<file path="src/rtl/i2s_mic_pkg.sv">
// Shared frame geometry, FSM encoding and slot decode helpers
// for the I2S microphone receiver.
package i2s_mic_pkg;

    localparam int frame_bits = 64;
    localparam int word_bits  = 24;

    typedef enum logic {
        STARTUP = 1'b0,
        CAPTURE = 1'b1
    } state_t;

    // Slot positions 1..24 carry the sample, MSB first.
    function automatic logic is_data_bit(
        input logic [5:0] idx,
        input logic       ch
    );
        return (idx[5] == ch) &&
               (idx[4:0] >= 5'd1) &&
               (idx[4:0] <= 5'd24);
    endfunction

    function automatic logic is_last_bit(
        input logic [5:0] idx
    );
        return idx[4:0] == 5'd24;
    endfunction

endpackage

</file>
<file path="src/rtl/i2s_sck_gen.sv">
// I2S bit clock / word select generator: half-period divider plus
// a 64-position frame bit counter advanced on SCK falling edges.
module i2s_sck_gen #(
    parameter int unsigned sck_half_period = 5
) (
    input  logic       i_clk,
    input  logic       i_rst_n,
    output logic       o_sck,
    output logic       o_ws,
    output logic       o_rise,
    output logic       o_fall,
    output logic       o_frame_end,
    output logic [5:0] o_bit_idx
);

    localparam logic [7:0] HP_LAST = 8'(sck_half_period - 1);

    logic [7:0] r_hcnt;
    logic       r_sck;
    logic [5:0] r_bit;
    logic       w_wrap;

    assign w_wrap = (r_hcnt == HP_LAST);

    always_ff @(posedge i_clk) begin
        if (!i_rst_n) begin
            r_hcnt <= 8'd0;
            r_sck  <= 1'b0;
            r_bit  <= 6'd0;
        end else if (w_wrap) begin
            r_hcnt <= 8'd0;
            r_sck  <= ~r_sck;
            if (r_sck) begin
                r_bit <= r_bit + 6'd1;
            end
        end else begin
            r_hcnt <= r_hcnt + 8'd1;
        end
    end

    // Strobes mark the last clk cycle before the SCK edge they name.
    assign o_rise      = w_wrap & ~r_sck;
    assign o_fall      = w_wrap & r_sck;
    assign o_frame_end = o_fall & (r_bit == 6'd63);
    assign o_sck       = r_sck;
    assign o_ws        = r_bit[5];
    assign o_bit_idx   = r_bit;

endmodule

</file>
<file path="src/rtl/i2s_mic_sample_receiver.sv">
// I2S MEMS microphone receiver: runs SCK/WS, discards a warm-up period,
// then captures one 24-bit sample per frame from the selected slot.
module i2s_mic_sample_receiver
    import i2s_mic_pkg::*;
#(
    parameter int unsigned clk_mhz         = 27,
    parameter int unsigned sck_half_period = 5,
    parameter int unsigned startup_frames  = 4096,
    parameter int unsigned channel         = 0
) (
    input  logic                 clk,
    input  logic                 rst_n,
    output logic                 lr,
    output logic                 ws,
    output logic                 sck,
    input  logic                 sd,
    output logic [word_bits-1:0] value,
    output logic                 value_valid
);

    localparam logic CH = channel[0];
    localparam int FCW = (startup_frames < 2) ? 1 : $clog2(startup_frames);
    localparam int unsigned LAST_FRAME =
        (startup_frames == 0) ? 0 : startup_frames - 1;

    if (clk_mhz == 0 || sck_half_period < 3 ||
        sck_half_period > 255 || channel > 1) begin : g_bad_param
        $error("i2s_mic_sample_receiver: illegal parameter value");
    end

    logic                 w_rise;
    logic                 w_fall;
    logic                 w_frame_end;
    logic [5:0]           w_bit_idx;
    logic                 w_startup_done;
    logic [word_bits-1:0] w_shift_next;

    state_t               r_state;
    logic [FCW-1:0]       r_frames;
    logic                 r_armed;
    logic                 r_sd_meta;
    logic                 r_sd_sync;
    logic [word_bits-1:0] r_shift;
    logic [word_bits-1:0] r_value;
    logic                 r_valid;

    i2s_sck_gen #(
        .sck_half_period(sck_half_period)
    ) u_sck_gen (
        .i_clk       (clk),
        .i_rst_n     (rst_n),
        .o_sck       (sck),
        .o_ws        (ws),
        .o_rise      (w_rise),
        .o_fall      (w_fall),
        .o_frame_end (w_frame_end),
        .o_bit_idx   (w_bit_idx)
    );

    assign w_startup_done = (r_frames == FCW'(LAST_FRAME));
    assign w_shift_next   = {r_shift[word_bits-2:0], r_sd_sync};

    always_ff @(posedge clk) begin
        if (!rst_n) begin
            r_state   <= STARTUP;
            r_frames  <= '0;
            r_armed   <= 1'b0;
            r_sd_meta <= 1'b0;
            r_sd_sync <= 1'b0;
            r_shift   <= '0;
            r_value   <= '0;
            r_valid   <= 1'b0;
        end else begin
            r_sd_meta <= sd;
            r_sd_sync <= r_sd_meta;
            r_valid   <= 1'b0;
            unique case (r_state)
                STARTUP: begin
                    if (w_frame_end) begin
                        if (w_startup_done) begin
                            r_state <= CAPTURE;
                        end else begin
                            r_frames <= r_frames + FCW'(1);
                        end
                    end
                end
                CAPTURE: begin
                    // Arm on the first SCK rise of a fresh frame.
                    if (w_rise && w_bit_idx == 6'd0) begin
                        r_armed <= 1'b1;
                    end
                    if (r_armed && w_fall && is_data_bit(w_bit_idx, CH)) begin
                        r_shift <= w_shift_next;
                        if (is_last_bit(w_bit_idx)) begin
                            r_value <= w_shift_next;
                            r_valid <= 1'b1;
                        end
                    end
                end
                default: begin
                    r_state <= STARTUP;
                end
            endcase
        end
    end

    assign lr          = CH;
    assign value       = r_value;
    assign value_valid = r_valid;

endmodule

</file>
<file path="config.mk">
export PLATFORM = sky130hd
export DESIGN_NAME = i2s_mic_sample_receiver
export DESIGN_NICKNAME = d
export VERILOG_FILES = /design/src/rtl/i2s_mic_pkg.sv /design/src/rtl/i2s_sck_gen.sv /design/src/rtl/i2s_mic_sample_receiver.sv
export SDC_FILE = /design/constraint.sdc
export NUM_CORES = 1
export LEC_CHECK = 0
export BUFFER_PORTS_ARGS = -buffer_cell sky130_fd_sc_hd__buf_4
export CAP_MARGIN = 30
export CORE_MARGIN = 3
export CORE_UTILIZATION = 63
export DETAILED_ROUTE_END_ITERATION = 10
export GPL_ROUTABILITY_DRIVEN = 0
export PLACE_DENSITY = 0.95
export SETUP_SLACK_MARGIN = 0.4
export SLEW_MARGIN = 0
export SYNTH_ARGS = -nofsm -noshare
export SYNTH_HDL_FRONTEND = slang
export SYNTH_SLANG_ARGS = --single-unit
</file>
<file path="constraint.sdc">
create_clock -name clk -period 5.45 [get_ports clk]
set_input_delay 0 -clock clk [delete_from_list [all_inputs] [get_ports clk]]
set_output_delay 0 -clock clk [all_outputs]
set_load 0.005 [all_outputs]
</file>
==> flow_summary.yaml, run 1 <==
power_and_ir_drop:
  power_density_nw_per_um2: 266
  p_total_uw: 1000
  p_leak_uw: 0.00127
  irDropWorstVdd_v: 0.000177
sta:
  max_slew_margin: 0.411
  finalClockSkew_ns: 0.00530
  rsz0062_at_grt: "false"
  slew_violations: 0
  tightest_slew_ns: 0.884
  max_freq_ghz: 0.423
  fin_crit_ns: 2.37
  fin_tns_setup_ns: 0
  hold_violations: 0
  post-route-period-util: 0.434
  setup_viol: 0
worst_setup_path:
  worst-endpoint-required_ns: 5.72
  worstPathCellList: "inv_1 > ha_1 > or4_4 > o32ai_4 > o21ai_1 > a21oi_1"
  worstSetupPathType: "reg2reg"
  worstPathMaxFanout: 23
  worst_path_max_delay_cell: "o32ai_4"
  worst_setup_path_end_kind: "flip-flop"
  r2r_cells: 6
  cpPeakStageDelay_ns: 0.74
  arrival_ns: 2.64
  crit_path_start_kind: "flip-flop"
placement:
  hpwl_mm: 4.52
  place_area_um2: 3550
  io_buffer_count: 29
  placedCellCount: 464
yosys:
  ys_seq_area_frac: 0.470
  post_synth_num_cell_types: 45
  synth_top_area_cell: "dfxtp_1"
  synth.most_common_cell: "dfxtp_1"
  synth_nets: 403
  yosys-top-cells-area: "dfxtp_1, a21oi_1, nand2_1, nand3_1, o21ai_1"
  synth_top_area_share: 0.470
  syn_area_um2: 3360
  ys_ff_latch: 79
  async_flop_share: 0
  ys_warn_count: 0
  netlist_instances: 394
  avgSynthCellArea_um2: 8.53
  synth_edf_count: 0
  synthFlopType: "dfxtp_1"
  synth_common_cells: "dfxtp_1, a21oi_1, nand2_1"
die:
  io_pins: 31
  dieArea_um2: 6250
  start_util: 0.680
  core_area_um2: 4940
  die_h_um: 79.1
  fp.dieW_um: 79.1
  num_rows: 25
global_routing:
  grt_pass1_vias: 2667
  grt_usage: 0.234
  grt_max_degree: 66
  gr-total-overflow: 0
  grt_antenna_before_repair: 0
  grt_pass1_wl_mm: 11.8
clock_tree:
  cts-resized-gates: 0
  cts_max_level: 3
  cts_buffers: 9
  cts.sinks: 79
  clk_pin_slew_worst_paths_ns: 0.08
  cts_root_buf: "clkbuf_8"
  clk_path_buf_depth: 2
  cts_tree: "built"
  clk_latency_ns: 0.35
routing:
  wl_mm: 6.94
  drc_errors: 0
  wire_per_inst_um: 14.3
  vias: 2888
  viasPerCell: 5.97
  final_antenna_net_count: 0
  dr.pass1.iters: 4
  drt_iter0_markers: 175
cells_and_area:
  multi_input_area_um2: 1620
  area_delta_synth_final_pct: 11.8
  layout-drive-gt1-share: 0.132
  fill_cells: 378
  final_net_count: 421
  stdcell_count: 484
  fin_area_um2: 3760
  ff_latch_area_um2: 1580
  num_antenna_cells: 0
min_path:
  hold_path.class: "reg2reg"
  hold_depth: 2
run:
  maxCapViolations: 0
run_status:
  outcome: "completed"
[state kept, by name, summed over array words and instances (netlist names)]
| signal | count |
|---|---|
| u_sck_gen.o_bit_idx | 6 |
| r_state | 1 |
| r_frames | 12 |
| r_armed | 1 |
| r_sd_sync | 1 |
| r_shift | 23 |
| value_valid | 1 |
| u_sck_gen.r_hcnt | 8 |
| value | 24 |
| r_sd_meta | 1 |
| u_sck_gen.o_sck | 1 |
[metal layers]
metal  global-route usage  routed length (µm)  up-vias
li1                     -                   -     1438
met1                0.273                2980     1382
met2                0.412                3580       55
met3               0.0612                 248       13
met4               0.0825                 121        0
met5                    0                   0        -
[critical path, delay by kind of cell, from the launching register on]
| kind | cells | cell delay, ns |
|---|---|---|
| adder cells (fa/ha/maj) | 1 | 0.20 |
| AO/OA/AOI/OAI | 3 | 1.04 |
| buffers and inverters | 1 | 0.12 |
| AND/OR/NAND/NOR | 1 | 0.44 |
| flip-flops | 1 | 0.48 |
[report_power, final]
group	internal, µW	total, µW	switching, µW
sequential	580	585	4.62
combinational	12.3	32.3	20.0
clock	177	384	207
total	770	1000	232
[cells by family (layout without fill, tap and decap cells)]
group | after synthesis | count (layout) | synth area share
buffers and inverters | 35 | 58 | 0.0484
AO/OA/AOI/OAI | 104 | 104 | 0.174
other | 1 | 1 | 0.00112
flip-flops | 79 | 79 | 0.470
adder cells (fa/ha/maj) | 6 | 6 | 0.0223
AND/OR/NAND/NOR | 159 | 159 | 0.257
XOR/XNOR | 9 | 9 | 0.0234
multiplexers | 1 | 1 | 0.00298
[placed cells by master (no fill, tap or decap), drive strengths merged, types with 5 or more instances in the layout]
| cell | netlist | routed |
|---|---|---|
| buf | 11 | 32 |
| xnor2 | 5 | 5 |
| nand4 | 6 | 6 |
| nand2 | 61 | 61 |
| nand3 | 36 | 36 |
| ha | 6 | 6 |
| dfxtp | 79 | 79 |
| o21ai | 27 | 27 |
| or4 | 10 | 10 |
| o31ai | 9 | 9 |
| inv | 7 | 6 |
| nor2 | 13 | 13 |
| clkbuf | 17 | 11 |
| a21oi | 61 | 61 |
[final cells by class]
cell class                      instances  area share
Sequential cell                        79       0.421
Inverter                                7     0.00699
Timing Repair Buffer                   35      0.0729
Clock inverter                          5     0.00899
Clock buffer                           11      0.0376
Tap cell                               67      0.0223
Multi-Input combinational cell        280       0.430
[worst paths after layout]
path                                            start                 endpoint  slack (ns)
hold reg to reg                value[14]$_SDFFE_PN0P_   value[14]$_SDFFE_PN0P_        0.45
hold / removal                 value[14]$_SDFFE_PN0P_   value[14]$_SDFFE_PN0P_        0.45
setup reg to reg  u_sck_gen.o_bit_idx[1]$_SDFFE_PN0N_  r_shift[3]$_SDFFE_PN0P_        3.08
setup / recovery  u_sck_gen.o_bit_idx[1]$_SDFFE_PN0N_  r_shift[3]$_SDFFE_PN0P_        3.08
[through the flow]
step                      worst slack, ns  hold WS [ns]   util
final                                3.08         0.452  0.761
after global routing                 2.92         0.478  0.761
after CTS                            3.10         0.446  0.759
after detailed placement             3.12         0.215  0.717
after global placement               3.20         0.207  0.715
after floorplan                      3.57         0.127      -
[what timing repair did]
item	4_1_cts	5_1_grt
setup buffers	0	0
hold endpoints to repair	6	0
hold buffers	3	0
No activity file was read; power rests on OpenSTA's default activity.
==> run 2: changes to the inputs <==
ABC_AREA = 1   (was default)
CORE_UTILIZATION = 59   (was 63)
PLACE_DENSITY = 0.9   (was 0.95)
clock period = 2.24 ns   (was 5.45 ns; I/O delays follow)
==> flow_summary.yaml, run 2 <==
run_status:
  outcome: "completed"
clock_tree:
  cts_root_buf: "clkbuf_8"
  cts_max_level: 3
  cts_tree: "built"
  cts.sinks: 79
  clk_pin_slew_worst_paths_ns: 0.09
  cts_buffers: 9
  clk_latency_ns: 0.35
  clk_path_buf_depth: 2
cells_and_area:
  ff_latch_area_um2: 1590
  fill_cells: 381
  final_cell_mix: "nand2_1, dfxtp_1, inv_1"
  multi_input_area_um2: 1710
  area_delta_synth_final_pct: 17.8
  final_common_cell: "nand2_1"
  final_net_count: 563
  utilization: 0.738
  stdcell_count: 631
  num_antenna_cells: 0
  largest_reg_flops: 24
  layout-drive-gt1-share: 0.152
power_and_ir_drop:
  power_density_nw_per_um2: 612
  p_switching_uw: 587
  p_seq_frac: 0.553
  p_leak_uw: 0.00202
  clkPwrFrac: 0.422
  swShare: 0.229
  power_frac_comb: 0.025
  irDropWorstVdd_v: 0.000437
  p_int_uw: 1980
  p_total_uw: 2560
worst_setup_path:
  worst-endpoint-required_ns: 2.49
  worstPathCellList: "inv_1 > ha_1 > nor3b_2 > nand2_2 > nor2_8 > buf_12 > nand3_4 > nor2_1 > nor2_1"
  cp_num_buf_inv: 2
  critPathTopFamily: "simple AND/OR/NAND/NOR gates"
  cpPeakStageDelay_ns: 0.34
  arrival_ns: 2.09
  worst_setup_path_end_kind: "flip-flop"
  critPathMostFrequentCell: "nor2_1"
  worst_path_max_delay_cell: "dfxtp_1"
  crit_path_start_kind: "flip-flop"
  worstPathMaxFanout: 11
  crit_path_start: "u_sck_gen.r_hcnt[0]$_SDFF_PP0_"
  worstSetupPathType: "reg2reg"
  rr_startpoint: "u_sck_gen.r_hcnt[0]$_SDFF_PP0_"
yosys:
  yosys-top-cells-area: "dfxtp_1, nand2_1, inv_1, nor2_1, a21oi_1"
  ys_warn_count: 0
  avgSynthCellArea_um2: 6.86
  synth_common_cells: "nand2_1, dfxtp_1, inv_1"
  synthFlopType: "dfxtp_1"
  synth_edf_count: 0
  ys_ff_latch: 79
  synth_top_area_cell: "dfxtp_1"
  post_synth_num_cell_types: 28
  ys_seq_area_frac: 0.444
  syn_area_um2: 3560
  synth_top_area_share: 0.444
  netlist_instances: 519
  synth_nets: 528
  async_flop_share: 0
  synth.most_common_cell: "nand2_1"
die:
  fp.dieW_um: 83.7
  die_h_um: 83.7
  core_area_um2: 5680
  num_rows: 27
  io_pins: 31
  start_util: 0.627
  dieArea_um2: 7000
sta:
  fin_crit_ns: 1.84
  fin_hold_ws_ns: 0.120
  tightest_slew_ns: 0.522
  setup_viol: 0
  finalClockSkew_ns: 0.0159
  max_freq_ghz: 0.544
  post-route-period-util: 0.821
  hold_violations: 0
  rsz0062_at_grt: "true"
  fin_tns_setup_ns: 0
  max_slew_margin: 0.652
  slew_violations: 0
global_routing:
  grt_pass1_wl_mm: 12.4
  grt_pass1_vias: 2854
  grt_antenna_before_repair: 0
  grt_max_degree: 53
  grt_usage: 0.212
  gr-total-overflow: 0
routing:
  drt_iter0_markers: 341
  dr.pass1.iters: 5
  wire_per_inst_um: 13.5
  final_antenna_net_count: 0
  drc_errors: 0
  wl_mm: 8.49
  viasPerCell: 5.29
  vias: 3336
min_path:
  min_from: "rst_n"
  hold_path.class: "in2reg"
placement:
  io_buffer_count: 29
  placedCellCount: 605
  hpwl_mm: 4.45
run:
  maxCapViolations: 0
==> run 2: area by class of cell <==
cell class                 count  share of cell area
clock buffer                  11              0.0337
clock inverter                 5              0.0137
inverter                      73              0.0663
multi-input combinational    353               0.407
sequential                    79               0.378
tap                           72              0.0215
timing repair buffer          38              0.0794
==> run 2: repair_timing <==
action	4_1_cts	5_1_grt
gates cloned	2	3
setup buffers	0	4
pin swaps	1	4
endpoints found under the hold margin	1	0
gates resized for setup	3	20
endpoints found under the setup margin	25	59
hold buffers	1	0
==> run 2: logic make-up after synthesis <==
kind of cell,after synthesis,share of synthesized area
other cells,1,0.00105
buf+inv,92,0.109
flops,79,0.444
fa+ha+maj,6,0.0211
simple gates,287,0.338
compound gates,44,0.0619
xor+xnor,10,0.0246
==> run 2: worst paths after layout <==
| kind | cells past startpoint | slack [ns] | endpoint |
|---|---|---|---|
| min reg2reg | 2 | 0.46 | value[20]$_SDFFE_PN0P_ |
| min | 3 | 0.12 | r_sd_meta$_SDFF_PN0_ |
| max | 9 | 0.40 | value[13]$_SDFFE_PN0P_ |
| max reg2reg | 9 | 0.40 | value[13]$_SDFFE_PN0P_ |
==> run 2: power by group through the flow <==
| stage | combinational (µW) | clock [µW] | sequential, µW |
|---|---|---|---|
| final | 64.0 | 1080 | 1420 |
| after global routing | 69.4 | 1150 | 1420 |
| after CTS | 61.4 | 1070 | 1420 |
| after detailed placement | 59.6 | 0 | 1450 |
| after global placement | 57.9 | 0 | 1450 |
| after floorplan | 47.6 | 0 | 1450 |
==> run 2: worst min-delay path: stages <==
cell     delay [ns]
buf_4          0.27
nand2_1        0.12
inv_1          0.03
==> run 2: through the flow <==
| step | cell area [µm²] | setup WS, ns |
|---|---|---|
| finish | 4190 | 0.400 |
| floorplan | 3560 | 0.739 |
| detailed placement | 3790 | 0.292 |
| global placement | 3790 | 0.383 |
| global route | 4190 | 0.347 |
| CTS | 4040 | 0.386 |
==> run 2: layer usage <==
metal / part of all wire / up-vias / global-route usage
li1: - / 1648 / -
met1: 0.43 / 1514 / 0.274
met2: 0.47 / 152 / 0.334
met3: 0.070 / 22 / 0.0513
met4: 0.027 / 0 / 0.0980
met5: 0 / - / 0
==> run 3: changes to the inputs <==
CORE_UTILIZATION = 53   (was 59)
PLACE_DENSITY = 0.86   (was 0.9)
clock period = 1.5 ns   (was 2.24 ns; I/O delays follow)
==> flow_summary.yaml, run 3 (same netlist as run 2, synthesis figures left out) <==
run_status:
  outcome: "finished with violations"
  violations: "negative hold slack, negative setup slack"
worst_setup_path:
  worst_setup_path_end_kind: "flip-flop"
  crit_path_start_kind: "flip-flop"
  worstPathMaxFanout: 14
  worstPathCellList: "inv_2 > ha_4 > nor3b_4 > nand2_2 > nor2_8 > nand3_4 > clkbuf_16 > nand2_1 > nand2_1 > nor2_1"
  cpPeakStageDelay_ns: 0.33
  critPathTopFamily: "simple AND/OR/NAND/NOR gates"
  arrival_ns: 2.10
  worst_path_max_delay_cell: "dfxtp_2"
  worst-endpoint-required_ns: 1.79
  critPathMostFrequentCell: "nand2_1"
  worstSetupPathType: "reg2reg"
  cp_num_buf_inv: 2
cells_and_area:
  layout-drive-gt1-share: 0.368
  final_common_cell: "nand2_1"
  ff_latch_area_um2: 1600
  final_net_count: 599
  area_delta_synth_final_pct: 43.4
  num_antenna_cells: 0
  final_cell_mix: "nand2_1, dfxtp_1, inv_1"
  stdcell_count: 672
  fill_cells: 360
  multi_input_area_um2: 2100
  largest_reg_flops: 24
  fin_area_um2: 5100
sta:
  slew_violations: 0
  hold_violations: 4
  max_freq_ghz: 0.553
  fin_crit_ns: 1.81
  fin_hold_ws_ns: -0.00429
  rsz0062_at_grt: "true"
  fin_tns_setup_ns: -9.44
  setup_viol: 61
  post-route-period-util: 1.20
  finalClockSkew_ns: 0.0128
  finalWorstSetupSlack_ns: -0.307
clock_tree:
  cts_root_buf: "clkbuf_8"
  clk_pin_slew_worst_paths_ns: 0.09
  cts_max_level: 3
  clk_path_buf_depth: 2
  cts_tree: "built"
  clk_latency_ns: 0.37
  cts_buffers: 9
  cts.sinks: 79
die:
  num_rows: 29
  dieArea_um2: 7730
  die_h_um: 87.9
  core_area_um2: 6420
  io_pins: 31
  fp.dieW_um: 87.9
  start_util: 0.554
power_and_ir_drop:
  irDropWorstVdd_v: 0.000706
  p_total_uw: 4070
  power_density_nw_per_um2: 797
  p_leak_uw: 0.00249
min_path:
  hold_path.class: "in2reg"
placement:
  hpwl_mm: 5.01
  io_buffer_count: 29
  placedCellCount: 632
  place_area_um2: 4110
  dp_slack_ns: -0.0862
global_routing:
  gr-total-overflow: 0
  grt_pass1_wl_mm: 14.5
  grt_pass1_vias: 3337
  grt_antenna_before_repair: 0
  grt_usage: 0.237
  grt_max_degree: 32
routing:
  drc_errors: 0
  drt_iter0_markers: 306
  vias: 3661
  wl_mm: 11.0
  dr.pass1.iters: 5
  viasPerCell: 5.45
  wire_per_inst_um: 16.4
  final_antenna_net_count: 0
run:
  maxCapViolations: 0
run 3: timing repair:
action	CTS	global route
cloned	3	3
gates resized for setup	62	76
pin swaps	30	33
setup endpoints to repair	77	78
endpoints found under the hold margin	18	0
hold buffers	3	0
buffers inserted	9	6
run 3: final cells by class:
type / instances / area share
multi-input combinational: 349 / 0.412
sequential: 79 / 0.313
timing repair buffer: 78 / 0.153
inverter: 73 / 0.0591
clock buffer: 11 / 0.0319
tap: 77 / 0.0189
clock inverter: 5 / 0.0123
run 3: final timing paths:
kind | startpoint | to | slack (ns) | cells after the start
min reg2reg | r_shift[19]$_SDFFE_PN0P_ | value[20]$_SDFFE_PN0P_ | 0.45 | 2
max reg2reg | u_sck_gen.r_hcnt[1]$_SDFF_PP0_ | value[11]$_SDFFE_PN0P_ | -0.31 | 10
min | rst_n | value[10]$_SDFFE_PN0P_ | -0.004 | 3
max | u_sck_gen.r_hcnt[1]$_SDFF_PP0_ | value[11]$_SDFFE_PN0P_ | -0.31 | 10
run 3: worst reg2reg max path, stage by stage (launching register included):
cell	delay [ns]
dfxtp_2	0.33
inv_2	0.06
ha_4	0.13
nor3b_4	0.21
nand2_2	0.13
nor2_8	0.15
nand3_4	0.19
clkbuf_16	0.24
nand2_1	0.08
nand2_1	0.07
nor2_1	0.14
run 3: power by group:
group          internal (µW)  total, µW  leakage, µW  switching, µW
combinational           74.6        179      0.00174            104
sequential              2100       2120     0.000641           13.3
clock                    924       1770     0.000107            848
run 3: per-stage QoR:
step / utilization / hold slack, ns
after floorplan: - / 0.0976
after global placement: 0.640 / 0.188
after detailed placement: 0.640 / 0.194
after CTS: 0.730 / -0.0174
after global routing: 0.795 / 0.0248
final: 0.795 / -0.00429
run 3: routing by layer:
layer	global-route usage	wire [µm]	vias up
li1	-	-	1717
met1	0.276	4220	1730
met2	0.411	5650	166
met3	0.0621	683	48
met4	0.102	440	0
met5	0	0	-
